**config.mk**
```make
export PLATFORM = sky130hd
export DESIGN_NAME = riscv_run_sequencer
export DESIGN_NICKNAME = d
export VERILOG_FILES = /design/src/rtl/riscv_run_sequencer_pkg.sv /design/src/rtl/riscv_run_sequencer_instr_load_fifo.sv /design/src/rtl/riscv_run_sequencer.sv
export SDC_FILE = /design/constraint.sdc
export NUM_CORES = 1
export LEC_CHECK = 0
export CAP_MARGIN = 20
export CORE_MARGIN = 5
export CORE_UTILIZATION = 25
export DETAILED_ROUTE_END_ITERATION = 10
export GPL_TIMING_DRIVEN = 1
export SYNTH_ARGS = -nofsm -noshare
export SYNTH_HDL_FRONTEND = slang
export SYNTH_HIERARCHICAL = 1
export SYNTH_SLANG_ARGS = --single-unit
```
**constraint.sdc**
```tcl
create_clock -name clk -period 5.3 [get_ports clk]
set_clock_uncertainty 0.2 [all_clocks]
set_input_delay 1.59 -clock clk [delete_from_list [all_inputs] [get_ports clk]]
set_output_delay 1.59 -clock clk [all_outputs]
set_load 0.01 [all_outputs]
```
**src/rtl/riscv_run_sequencer_pkg.sv**
```systemverilog
// Shared types and constants for the run sequencer.
//   seq_state_e       : sequencer FSM states
//   DefaultClrCycles  : default length of the instruction-memory clear pulse
//   DefaultFifoDepth  : default number of instruction-load FIFO entries
//   InstrAddrW/DataW  : instruction-memory write port widths
//   FifoWidth         : one FIFO entry, {addr, data}
package riscv_run_sequencer_pkg;

  typedef enum logic [2:0] {
    StIdle,
    StClear,
    StLoad,
    StRun,
    StDone
  } seq_state_e;

  localparam int unsigned DefaultClrCycles = 4;
  localparam int unsigned DefaultFifoDepth = 4;

  localparam int unsigned InstrAddrW = 32;
  localparam int unsigned InstrDataW = 32;
  localparam int unsigned FifoWidth  = InstrAddrW + InstrDataW;

  // States in which the sequencer reports itself as busy.
  function automatic logic is_active(seq_state_e s);
    return (s == StClear) || (s == StLoad) || (s == StRun);
  endfunction

endpackage

```
**src/rtl/riscv_run_sequencer_instr_load_fifo.sv**
```systemverilog
// Instruction-load FIFO: holds {addr, data} words pushed by the host until the
// sequencer drains them into instruction memory.
//   clk_i    : clock
//   rst_ni   : asynchronous active-low reset, empties the FIFO
//   flush_i  : synchronous flush; wins over a push or pop in the same cycle
//   push_i   : push request (ignored when full)
//   wdata_i  : entry to push
//   pop_i    : pop request (ignored when empty)
//   rdata_o  : head entry, valid while !empty_o
//   empty_o  : no entries stored
//   full_o   : Depth entries stored
module instr_load_fifo
  import riscv_run_sequencer_pkg::*;
#(
  parameter int unsigned Depth = DefaultFifoDepth,
  parameter int unsigned Width = FifoWidth
) (
  input  logic             clk_i,
  input  logic             rst_ni,
  input  logic             flush_i,
  input  logic             push_i,
  input  logic [Width-1:0] wdata_i,
  input  logic             pop_i,
  output logic [Width-1:0] rdata_o,
  output logic             empty_o,
  output logic             full_o
);

  localparam int unsigned PtrW = (Depth > 1) ? $clog2(Depth) : 1;
  // Count spans 0..Depth inclusive, so it needs Depth+1 states.
  localparam int unsigned CntW = $clog2(Depth + 1);

  logic [Width-1:0] mem_q [Depth];
  logic [PtrW-1:0]  wptr_q, wptr_d;
  logic [PtrW-1:0]  rptr_q, rptr_d;
  logic [CntW-1:0]  count_q, count_d;
  logic             do_push, do_pop;

  function automatic logic [PtrW-1:0] ptr_inc(logic [PtrW-1:0] p);
    return (p == PtrW'(Depth - 1)) ? '0 : p + PtrW'(1);
  endfunction

  assign full_o  = (count_q == CntW'(Depth));
  assign empty_o = (count_q == '0);
  assign do_push = push_i && !full_o;
  assign do_pop  = pop_i && !empty_o;
  assign rdata_o = mem_q[rptr_q];

  always_comb begin
    wptr_d  = wptr_q;
    rptr_d  = rptr_q;
    count_d = count_q;
    if (flush_i) begin
      wptr_d  = '0;
      rptr_d  = '0;
      count_d = '0;
    end else begin
      if (do_push) wptr_d = ptr_inc(wptr_q);
      if (do_pop)  rptr_d = ptr_inc(rptr_q);
      unique case ({do_push, do_pop})
        2'b10:   count_d = count_q + CntW'(1);
        2'b01:   count_d = count_q - CntW'(1);
        default: count_d = count_q;
      endcase
    end
  end

  always_ff @(posedge clk_i or negedge rst_ni) begin
    if (!rst_ni) begin
      wptr_q  <= '0;
      rptr_q  <= '0;
      count_q <= '0;
    end else begin
      wptr_q  <= wptr_d;
      rptr_q  <= rptr_d;
      count_q <= count_d;
    end
  end

  // Storage needs no reset: count gates every read.
  always_ff @(posedge clk_i) begin
    if (do_push && !flush_i) mem_q[wptr_q] <= wdata_i;
  end

endmodule

```
**src/rtl/riscv_run_sequencer.sv**
```systemverilog
// Run sequencer for a RISC-V core: clears instruction memory, streams host
// instructions from a FIFO into it, then clock-enables the core for a fixed
// cycle budget and reports completion.
//   clk, reset_n              : clock, asynchronous active-low reset
//   i_start / i_abort         : one-cycle start (IDLE/DONE only) and abort pulses
//   i_clear                   : one-cycle acknowledge of DONE
//   i_num_cycle               : run budget, latched on an accepted start
//   i_load_end                : host has finished pushing instructions
//   i_wr_valid/addr/data      : FIFO push; o_wr_ready is its ready
//   o_mem_reset_n             : active-low instruction-memory clear
//   o_instr_write/addr/data   : instruction-memory write port
//   o_core_run                : core clock-enable
//   o_idle/o_running/o_done   : one-hot status
//   o_cycle_count             : cycles executed in the current/last run
module riscv_run_sequencer
  import riscv_run_sequencer_pkg::*;
#(
  parameter int unsigned NUM_CYCLE_BIT = 32,
  parameter int unsigned FIFO_DEPTH    = DefaultFifoDepth,
  parameter int unsigned CLR_CYCLES    = DefaultClrCycles
) (
  input  logic                     clk,
  input  logic                     reset_n,
  input  logic                     i_start,
  input  logic                     i_abort,
  input  logic                     i_clear,
  input  logic [NUM_CYCLE_BIT-1:0] i_num_cycle,
  input  logic                     i_load_end,
  input  logic                     i_wr_valid,
  input  logic [InstrAddrW-1:0]    i_wr_addr,
  input  logic [InstrDataW-1:0]    i_wr_data,
  output logic                     o_wr_ready,
  output logic                     o_mem_reset_n,
  output logic                     o_instr_write,
  output logic [InstrAddrW-1:0]    o_instr_addr,
  output logic [InstrDataW-1:0]    o_instr_data,
  output logic                     o_core_run,
  output logic                     o_idle,
  output logic                     o_running,
  output logic                     o_done,
  output logic [NUM_CYCLE_BIT-1:0] o_cycle_count
);

  localparam int unsigned ClrW = (CLR_CYCLES > 1) ? $clog2(CLR_CYCLES) : 1;

  seq_state_e state_q, state_d;

  logic [NUM_CYCLE_BIT-1:0] budget_q, budget_d;
  logic [NUM_CYCLE_BIT-1:0] count_q, count_d;
  logic [ClrW-1:0]          clr_cnt_q, clr_cnt_d;

  logic                  core_run_q, core_run_d;
  logic                  instr_write_q, instr_write_d;
  logic                  mem_reset_n_q, mem_reset_n_d;
  logic [InstrAddrW-1:0] instr_addr_q, instr_addr_d;
  logic [InstrDataW-1:0] instr_data_q, instr_data_d;
  logic                  idle_q, idle_d;
  logic                  running_q, running_d;
  logic                  done_q, done_d;

  logic                 fifo_push, fifo_pop, fifo_flush;
  logic                 fifo_empty, fifo_full;
  logic [FifoWidth-1:0] fifo_rdata;

  // Pushes are accepted in any state; the host sees backpressure only when full.
  assign fifo_push  = i_wr_valid && !fifo_full;
  assign o_wr_ready = !fifo_full;

  instr_load_fifo #(
    .Depth (FIFO_DEPTH),
    .Width (FifoWidth)
  ) u_fifo (
    .clk_i   (clk),
    .rst_ni  (reset_n),
    .flush_i (fifo_flush),
    .push_i  (fifo_push),
    .wdata_i ({i_wr_addr, i_wr_data}),
    .pop_i   (fifo_pop),
    .rdata_o (fifo_rdata),
    .empty_o (fifo_empty),
    .full_o  (fifo_full)
  );

  always_comb begin
    state_d       = state_q;
    budget_d      = budget_q;
    count_d       = count_q;
    clr_cnt_d     = clr_cnt_q;
    core_run_d    = 1'b0;
    instr_write_d = 1'b0;
    instr_addr_d  = instr_addr_q;
    instr_data_d  = instr_data_q;
    fifo_pop      = 1'b0;
    fifo_flush    = 1'b0;

    unique case (state_q)
      StIdle: begin
        // Abort beats start even here, although there is nothing to tear down.
        if (i_start && !i_abort) begin
          budget_d  = i_num_cycle;
          count_d   = '0;
          clr_cnt_d = '0;
          state_d   = StClear;
        end
      end

      StClear: begin
        if (i_abort) begin
          fifo_flush = 1'b1;
          state_d    = StIdle;
        end else if (clr_cnt_q == ClrW'(CLR_CYCLES - 1)) begin
          state_d = StLoad;
        end else begin
          clr_cnt_d = clr_cnt_q + ClrW'(1);
        end
      end

      StLoad: begin
        if (i_abort) begin
          fifo_flush = 1'b1;
          state_d    = StIdle;
        end else if (!fifo_empty) begin
          fifo_pop      = 1'b1;
          instr_write_d = 1'b1;
          instr_addr_d  = fifo_rdata[FifoWidth-1:InstrDataW];
          instr_data_d  = fifo_rdata[InstrDataW-1:0];
        end else if (i_load_end) begin
          // An empty FIFO means no pop this cycle, so no write is still in flight;
          // the last write is visible during this final LOAD cycle.
          if (budget_q == '0) begin
            state_d = StDone;
          end else begin
            state_d    = StRun;
            core_run_d = 1'b1;
          end
        end
      end

      StRun: begin
        if (i_abort) begin
          fifo_flush = 1'b1;
          state_d    = StIdle;
        end else begin
          // count_q < budget_q here, so the increment never wraps.
          count_d = count_q + NUM_CYCLE_BIT'(1);
          if (count_d == budget_q) begin
            state_d = StDone;
          end else begin
            core_run_d = 1'b1;
          end
        end
      end

      StDone: begin
        if (i_abort) begin
          fifo_flush = 1'b1;
          state_d    = StIdle;
        end else if (i_start) begin
          budget_d  = i_num_cycle;
          count_d   = '0;
          clr_cnt_d = '0;
          state_d   = StClear;
        end else if (i_clear) begin
          state_d = StIdle;
        end
      end

      default: begin
        fifo_flush = 1'b1;
        state_d    = StIdle;
      end
    endcase

    mem_reset_n_d = (state_d != StClear);
    idle_d        = (state_d == StIdle);
    running_d     = is_active(state_d);
    done_d        = (state_d == StDone);
  end

  always_ff @(posedge clk or negedge reset_n) begin
    if (!reset_n) begin
      state_q       <= StIdle;
      budget_q      <= '0;
      count_q       <= '0;
      clr_cnt_q     <= '0;
      core_run_q    <= 1'b0;
      instr_write_q <= 1'b0;
      instr_addr_q  <= '0;
      instr_data_q  <= '0;
      mem_reset_n_q <= 1'b1;
      idle_q        <= 1'b1;
      running_q     <= 1'b0;
      done_q        <= 1'b0;
    end else begin
      state_q       <= state_d;
      budget_q      <= budget_d;
      count_q       <= count_d;
      clr_cnt_q     <= clr_cnt_d;
      core_run_q    <= core_run_d;
      instr_write_q <= instr_write_d;
      instr_addr_q  <= instr_addr_d;
      instr_data_q  <= instr_data_d;
      mem_reset_n_q <= mem_reset_n_d;
      idle_q        <= idle_d;
      running_q     <= running_d;
      done_q        <= done_d;
    end
  end

  assign o_mem_reset_n = mem_reset_n_q;
  assign o_instr_write = instr_write_q;
  assign o_instr_addr  = instr_addr_q;
  assign o_instr_data  = instr_data_q;
  assign o_core_run    = core_run_q;
  assign o_idle        = idle_q;
  assign o_running     = running_q;
  assign o_done        = done_q;
  assign o_cycle_count = count_q;

endmodule

```
==> results of run 1 <==
-- critical path: stages, from the launching register on --
cell             delay, ns
dfrtp_1               0.54
nand2b_1              0.15
nor2_1                0.33
inv_1                 0.08
clkdlybuf4s50_1       0.49
-- metrics by stage --
step | std cells | setup WS, ns | cell area, um2 | utilization | power [mW]
5_1_grt | 2126 | 1.22 | 21400 | 0.320 | 9.70
4_1_cts | 2125 | 1.25 | 21400 | 0.320 | 9.42
2_1_floorplan | 1007 | 0.809 | 16800 | - | 5.14
3_3_place_gp | 2043 | 0.819 | 19800 | 0.295 | 5.88
3_5_place_dp | 2043 | 0.814 | 19800 | 0.295 | 5.92
6_report | 2129 | 1.37 | 21400 | 0.321 | 9.25
-- sequential cells by signal (all words and copies together), names as in the netlist --
| name | cells |
|---|---|
| u_fifo/mem_q | 256 |
| u_fifo/rptr_q | 2 |
| u_fifo/count_q | 3 |
| o_instr_addr | 32 |
| u_fifo/wptr_q | 2 |
| o_cycle_count | 32 |
| o_core_run | 1 |
| o_done | 1 |
| clr_cnt_q | 2 |
| o_running | 1 |
| o_instr_data | 32 |
| budget_q | 32 |
| o_instr_write | 1 |
| state_q | 3 |
| o_idle | 1 |
| o_mem_reset_n | 1 |
-- per-layer routing --
metal,vias up,global-route usage,wire (um)
met5,-,0,34
met4,6,0.0281,852
met3,64,0.0381,3860
met2,336,0.172,18700
met1,4836,0.150,17500
li1,4365,-,-
-- where the power goes --
group	switching (mW)	leakage, nW	internal [mW]
registers	0.299	4.25	3.95
clock network	1.31	0.794	2.12
logic	0.748	2.47	0.821
total	2.36	7.51	6.89
-- cells in the final DEF (no fill, tap or decap), types with 5 or more instances in the layout --
cell type        count
a21o_1               6
bufinv_16           11
nand4_1             15
mux4_2              64
edfxtp_1           256
xnor2_1             34
inv_1               14
buf_12               5
nand2_1             39
ha_1                 7
a31oi_1             11
xor2_1               8
a21oi_1             13
nor4_4               5
and3_1               6
nor3_1               8
clkinv_2             8
clkbuf_1             6
nor4_1              13
o21ai_0             40
clkdlybuf4s50_1    204
clkbuf_16           44
nor2_1              40
clkinvlp_4           5
nand3_1             19
o41ai_1              5
o31ai_1             22
buf_4               11
mux2_2              97
dfrtp_1            142
a211oi_1             5
-- worst paths after layout --
path,endpoint,cells past startpoint
worst min-delay path,clr_cnt_q[1],1
worst max-delay path,o_wr_ready,4
min in group asynchronous,budget_q[13],1
max in group asynchronous,budget_q[7],2
worst max register to register,state_q[1],8
worst min register to register,clr_cnt_q[1],1
-- logic make-up after synthesis --
logic type / share of synthesized area
xor gates and xnor gates: 0.0219
DFF: 0.676
buffers and inverters: 0.0259
and+or+nand+nor: 0.0649
AOI/OAI and AO/OA: 0.0516
muxes: 0.153
adders and majority gates: 0.00641
-- final cells by class --
type,instances,area share
inverter,14,0.00245
tap,873,0.0509
sequential,402,0.529
antenna,3,0.000350
clock buffer,52,0.0537
timing repair buffer,222,0.106
clock inverter,30,0.0237
multi-input combinational,533,0.234
==> metrics.md, run 1 <==
| Metric | Value |
|---|---|
| Status | `complete, no violations` |
| # setup viols final | `0` |
| Largest net degree at the start of global routing | `67` |
| Worst r2r src | `o_cycle_count[5]` |
| Ys Warns | `6` |
| First-pass GRT wire length | `62,200 um` |
| Clock-pin slew on the worst setup and hold paths | `0.06 ns` |
| Die height | `269 um` |
| Worst-skew pair later-pin latency | `0.59 ns` |
| Routed wire length | `41,000 um` |
| Synthesized instance count | `1,007` |
| Core Region | `66,900 um2` |
| Synth Cell Area | `16,800 um2` |
| Worst rel slew slack | `0.316` |
| CTS max path bufs | `3` |
| Wirelength per Cell | `19.3 um` |
| Starting Density | `0.251` |
| CTS tree | `built` |
| Multi-input logic area | `5020 um2` |
| Period utilisation layout | `0.742` |
| Clock Tree Root | `clkbuf_16` |
| Static Leakage | `7.51 nW` |
| Crit Path Class | `flip-flop to output pin` |
| Number of I/O pins | `206` |
| H-tree Lvls | `2` |
| Vias in the first global route | `9,926` |
| DR iter-0 viols | `701` |
| Setup_tns | `0 ns` |
| GRT Total Usage | `0.111` |
| Minimum clock period | `3.93 ns` |
| Pwr dens | `431 nW/um2` |
| Final Hold Viols | `0` |
| Drt pass-1 iters | `5` |
| NumNets Final | `1,328` |
| Top FF cell, synth | `edfxtp_1` |
| Filler cells | `6,423` |
| EDFF count, synth | `256` |
| Die Wd | `269 um` |
| Synth area leader | `edfxtp_1` |
| FP Rows | `95` |
| Die area | `72,400 um2` |
| VDD IR max | `0.223 mV` |
| DR vias | `9,607` |
| Synth-to-Final Area Change | `27.8%` |
| Hold WS | `0.306 ns` |
| Reg-to-reg slack, setup | `1.59 ns` |
| Hold Crit Start | `clr_cnt_q[1]` |
| Gpl congestion | `0.839` |
| Buffer count from post-CTS setup fixing | `0` |
| Ranking of synthesized cells by area | `edfxtp_1, dfrtp_1, mux4_2, mux2_2, xnor2_1` |
| Vias per inst | `4.51` |
| Initial antenna violation count | `5` |
| PortBufs | `205` |
| HPWL after DPL | `27,300 um` |
| Avg Inst Size Synth | `16.7 um2` |
| Top cells by count, synth | `edfxtp_1, dfrtp_1, mux2_2` |
| Layout cells sized above 1 | `0.225` |
| Async SR Flop Fraction | `0.363` |
| CP Launch Type | `flip-flop` |
| Grt ovf | `0` |
| RSZ-0062 raised after global routing | `false` |
| CP max FO | `10` |
| Worst Path Required | `3.51 ns` |
| Worst-margin pin slew | `1.03 ns` |
| Number of distinct library cells after synthesis | `69` |
| Clock Sinks | `402` |
| Most used standard cell by instance count after synthesis | `edfxtp_1` |
| Post-cts sizing count | `0` |
| Crit. End Element | `output pin` |
| Post-synthesis sequential area ratio | `0.676` |
| Num CTS Buffers | `44` |
| Syn_nets | `1,118` |
| Antenna viol nets, final | `0` |
| Slew Limit Fails | `0` |
| Fmax | `254 MHz` |
| Register bit total from synthesis | `402` |
| CP startpoint | `u_fifo/count_q[2]` |
| Max_cap viols | `0` |
| Crit path DAT | `2.14 ns` |
| Residual DRC count | `0` |
| CTS Hold Bufs | `0` |
| Worst min-delay path class | `flip-flop to flip-flop` |
| Seq. cell area | `11,400 um2` |
| Top cell type's share of synthesized area | `0.458` |
(Power assumes the default switching activity.)
==> run 2: changes to the inputs <==
Clock period 5.3 ns to 3.3 ns, I/O delays scaled along.
==> metrics.md, run 2 (synthesized netlist as in run 1, its figures left out) <==
| Metric | Value |
|---|---|
| GRT Total Usage | `0.119 (+0.00783)` |
| Period utilisation layout | `0.964` |
| Fmax | `314 MHz` |
| Most frequent cells in the layout | `edfxtp_1, clkdlybuf4s50_1, dfrtp_1` |
| Residual DRC count | `0 (unchanged)` |
| VDD IR max | `0.444 mV (+99%)` |
| Synth-to-Final Area Change | `31.3%` |
| Num CTS Buffers | `43 (-2.3%)` |
| CP max FO | `6 (-4)` |
| Placed Instances | `2,118 (+3.7%)` |
| DR iter-0 viols | `757 (+8.0%)` |
| Number of I/O pins | `206 (unchanged)` |
| CTS tree | `built` |
| Slowest-stage cell, CP | `clkdlybuf4s50_1` |
| Slew Limit Fails | `0 (unchanged)` |
| Clock-pin slew on the worst setup and hold paths | `0.06 ns (about the same)` |
| Worst r2r src | `o_cycle_count[1]` |
| Static Leakage | `7.87 nW (+4.8%)` |
| Starting Density | `0.251 (unchanged)` |
| Worst-skew pair later-pin latency | `0.59 ns (about the same)` |
| CTS Hold Bufs | `0 (unchanged)` |
| Switching share of power | `0.266 (+0.0109)` |
| Fin area | `22,000 um2 (+2.8%)` |
| RSZ-0062 raised after global routing | `false` |
| Top reg by flops | `u_fifo/mem_q` |
| Post-DP Area | `20,500 um2 (+3.8%)` |
| Minimum clock period | `3.18 ns` |
| CTS max path bufs | `3 (unchanged)` |
| Largest net degree at the start of global routing | `72 (+7.5%)` |
| Pre-CTS setup slack | `-0.182 ns (-0.996 ns)` |
| Comb pwr share | `0.189 (+0.019)` |
| DR vias | `10,100 (+5.2%)` |
| CP cell instances | `nand2b_1, nor2_2, inv_1, clkdlybuf4s50_1` |
| Wirelength per Cell | `19.8 um (+2.7%)` |
| Grt ovf | `0 (unchanged)` |
| Drt pass-1 iters | `5 (unchanged)` |
| CP Buf/Inv Count | `2 (unchanged)` |
| Initial antenna violation count | `9 (+4)` |
| First-pass GRT wire length | `65,900 um (+5.9%)` |
| Power share of the clock group | `0.338 (-0.033)` |
| NumNets Final | `1,402 (+5.6%)` |
| Worst rel slew slack | `0.420 (+0.104)` |
| Die Wd | `269 um (unchanged)` |
| Worst-margin pin slew | `0.870 ns (-0.156 ns)` |
| Die area | `72,400 um2 (unchanged)` |
| Most common cell after layout, fill and taps aside | `edfxtp_1` |
| HPWL after DPL | `30,200 um (+10%)` |
| Internal power | `10.6 mW (+54%)` |
| Hold WS | `0.229 ns (-0.0768 ns)` |
| Status | `complete, no violations` |
| Crit Path Class | `flip-flop to output pin` |
| Max_cap viols | `0 (unchanged)` |
| CP peak stage delay | `0.50 ns (-0.04 ns)` |
| Antenna viol nets, final | `0 (unchanged)` |
| Sequential share of power | `0.473 (+0.013)` |
| Gpl congestion | `0.892 (+6.3%)` |
| Finished Layout Cells | `2,204 (+3.5%)` |
| Crit. End Element | `output pin` |
| Clock Sinks | `402 (unchanged)` |
| Setup ws final | `0.119 ns (-1.25 ns)` |
| CP Launch Type | `flip-flop` |
| Die height | `269 um (unchanged)` |
| FP Rows | `95 (unchanged)` |
| PortBufs | `205 (unchanged)` |
| Worst Path Required | `2.11 ns (-1.40 ns)` |
| Setup_tns | `0 ns (unchanged)` |
| Vias in the first global route | `10,500 (+6.1%)` |
| # setup viols final | `0 (unchanged)` |
| CP startpoint | `u_fifo/count_q[1]` |
| Max FFs per register | `256 (unchanged)` |
| H-tree Lvls | `2 (unchanged)` |
| Worst min-delay path class | `input port to asynchronous set/reset pin` |
| Net Switching | `3.85 mW (+63%)` |
| Clock Tree Root | `clkbuf_16` |
| Core Region | `66,900 um2 (unchanged)` |
| Routed wire length | `43,600 um (+6.3%)` |
| Vias per inst | `4.59 (+1.6%)` |
| Crit path DAT | `1.99 ns (-0.15 ns)` |
| Layout cells sized above 1 | `0.275 (+0.0494)` |
| Final Hold Viols | `0 (unchanged)` |
| Family with the most delay on the worst path | `buffers and inverters` |
| Pwr dens | `658 nW/um2 (+52%)` |
## run 2: final timing paths
kind                               endpoint  slack (ns)  depth (start not counted)
max in group asynchronous            o_idle        2.00                          2
max reg2reg                      o_core_run        0.14                         11
max                              o_wr_ready        0.12                          4
min in group clk            o_instr_data[1]        0.31                          1
min                        o_instr_data[12]        0.23                          1
min reg2reg                 o_instr_data[1]        0.31                          1
## run 2: final cells by class
type | count | area, um2
well taps | 873 | 1090
diodes | 5 | 12.5
clock buffers | 54 | 1140
clock inverters | 26 | 317
repair buffers | 297 | 2990
inverters | 14 | 52.6
fillers | 6466 | 44900
flip-flops and latches | 402 | 11400
multi-input cells | 533 | 5070
## run 2: repair_timing
item | 4_1_cts | 5_1_grt
endpoints found under the setup margin | 3 | 7
resized for setup | 3 | 15
pin swaps | 0 | 3
buffers inserted | 0 | 1
## run 2: per-stage QoR
| stage | utilization | power (mW) |
|---|---|---|
| floorplan | - | 8.23 |
| global placement | 0.306 | 9.67 |
| detailed placement | 0.306 | 9.75 |
| CTS | 0.328 | 14.8 |
| global route | 0.329 | 15.2 |
| finish | 0.329 | 14.5 |
## run 2: layer usage
layer,GRT usage,vias up,share of wire
li1,-,4514,-
met1,0.156,5167,0.42
met2,0.192,366,0.47
met3,0.0375,55,0.087
met4,0.0317,4,0.019
met5,0,-,0.00053
## run 2: power groups by stage
stage	Combinational (mW)	Clock (mW)	Sequential, mW
after detailed placement	2.79	0	6.95
after global routing	2.97	5.27	6.95
final	2.74	4.90	6.85
after CTS	2.82	5.07	6.87
after floorplan	1.39	0	6.84
after global placement	2.76	0	6.91
## run 2: worst reg2reg max path, stage by stage (launching register included)
cell       delay (ns)
dfrtp_1          0.35
ha_2             0.22
nand4_4          0.15
buf_4            0.21
a2111oi_0        0.38
a21oi_1          0.09
mux2i_1          0.20
o2111ai_1        0.13
or4_4            0.55
nor4_4           0.28
buf_4            0.19
o22ai_1          0.08
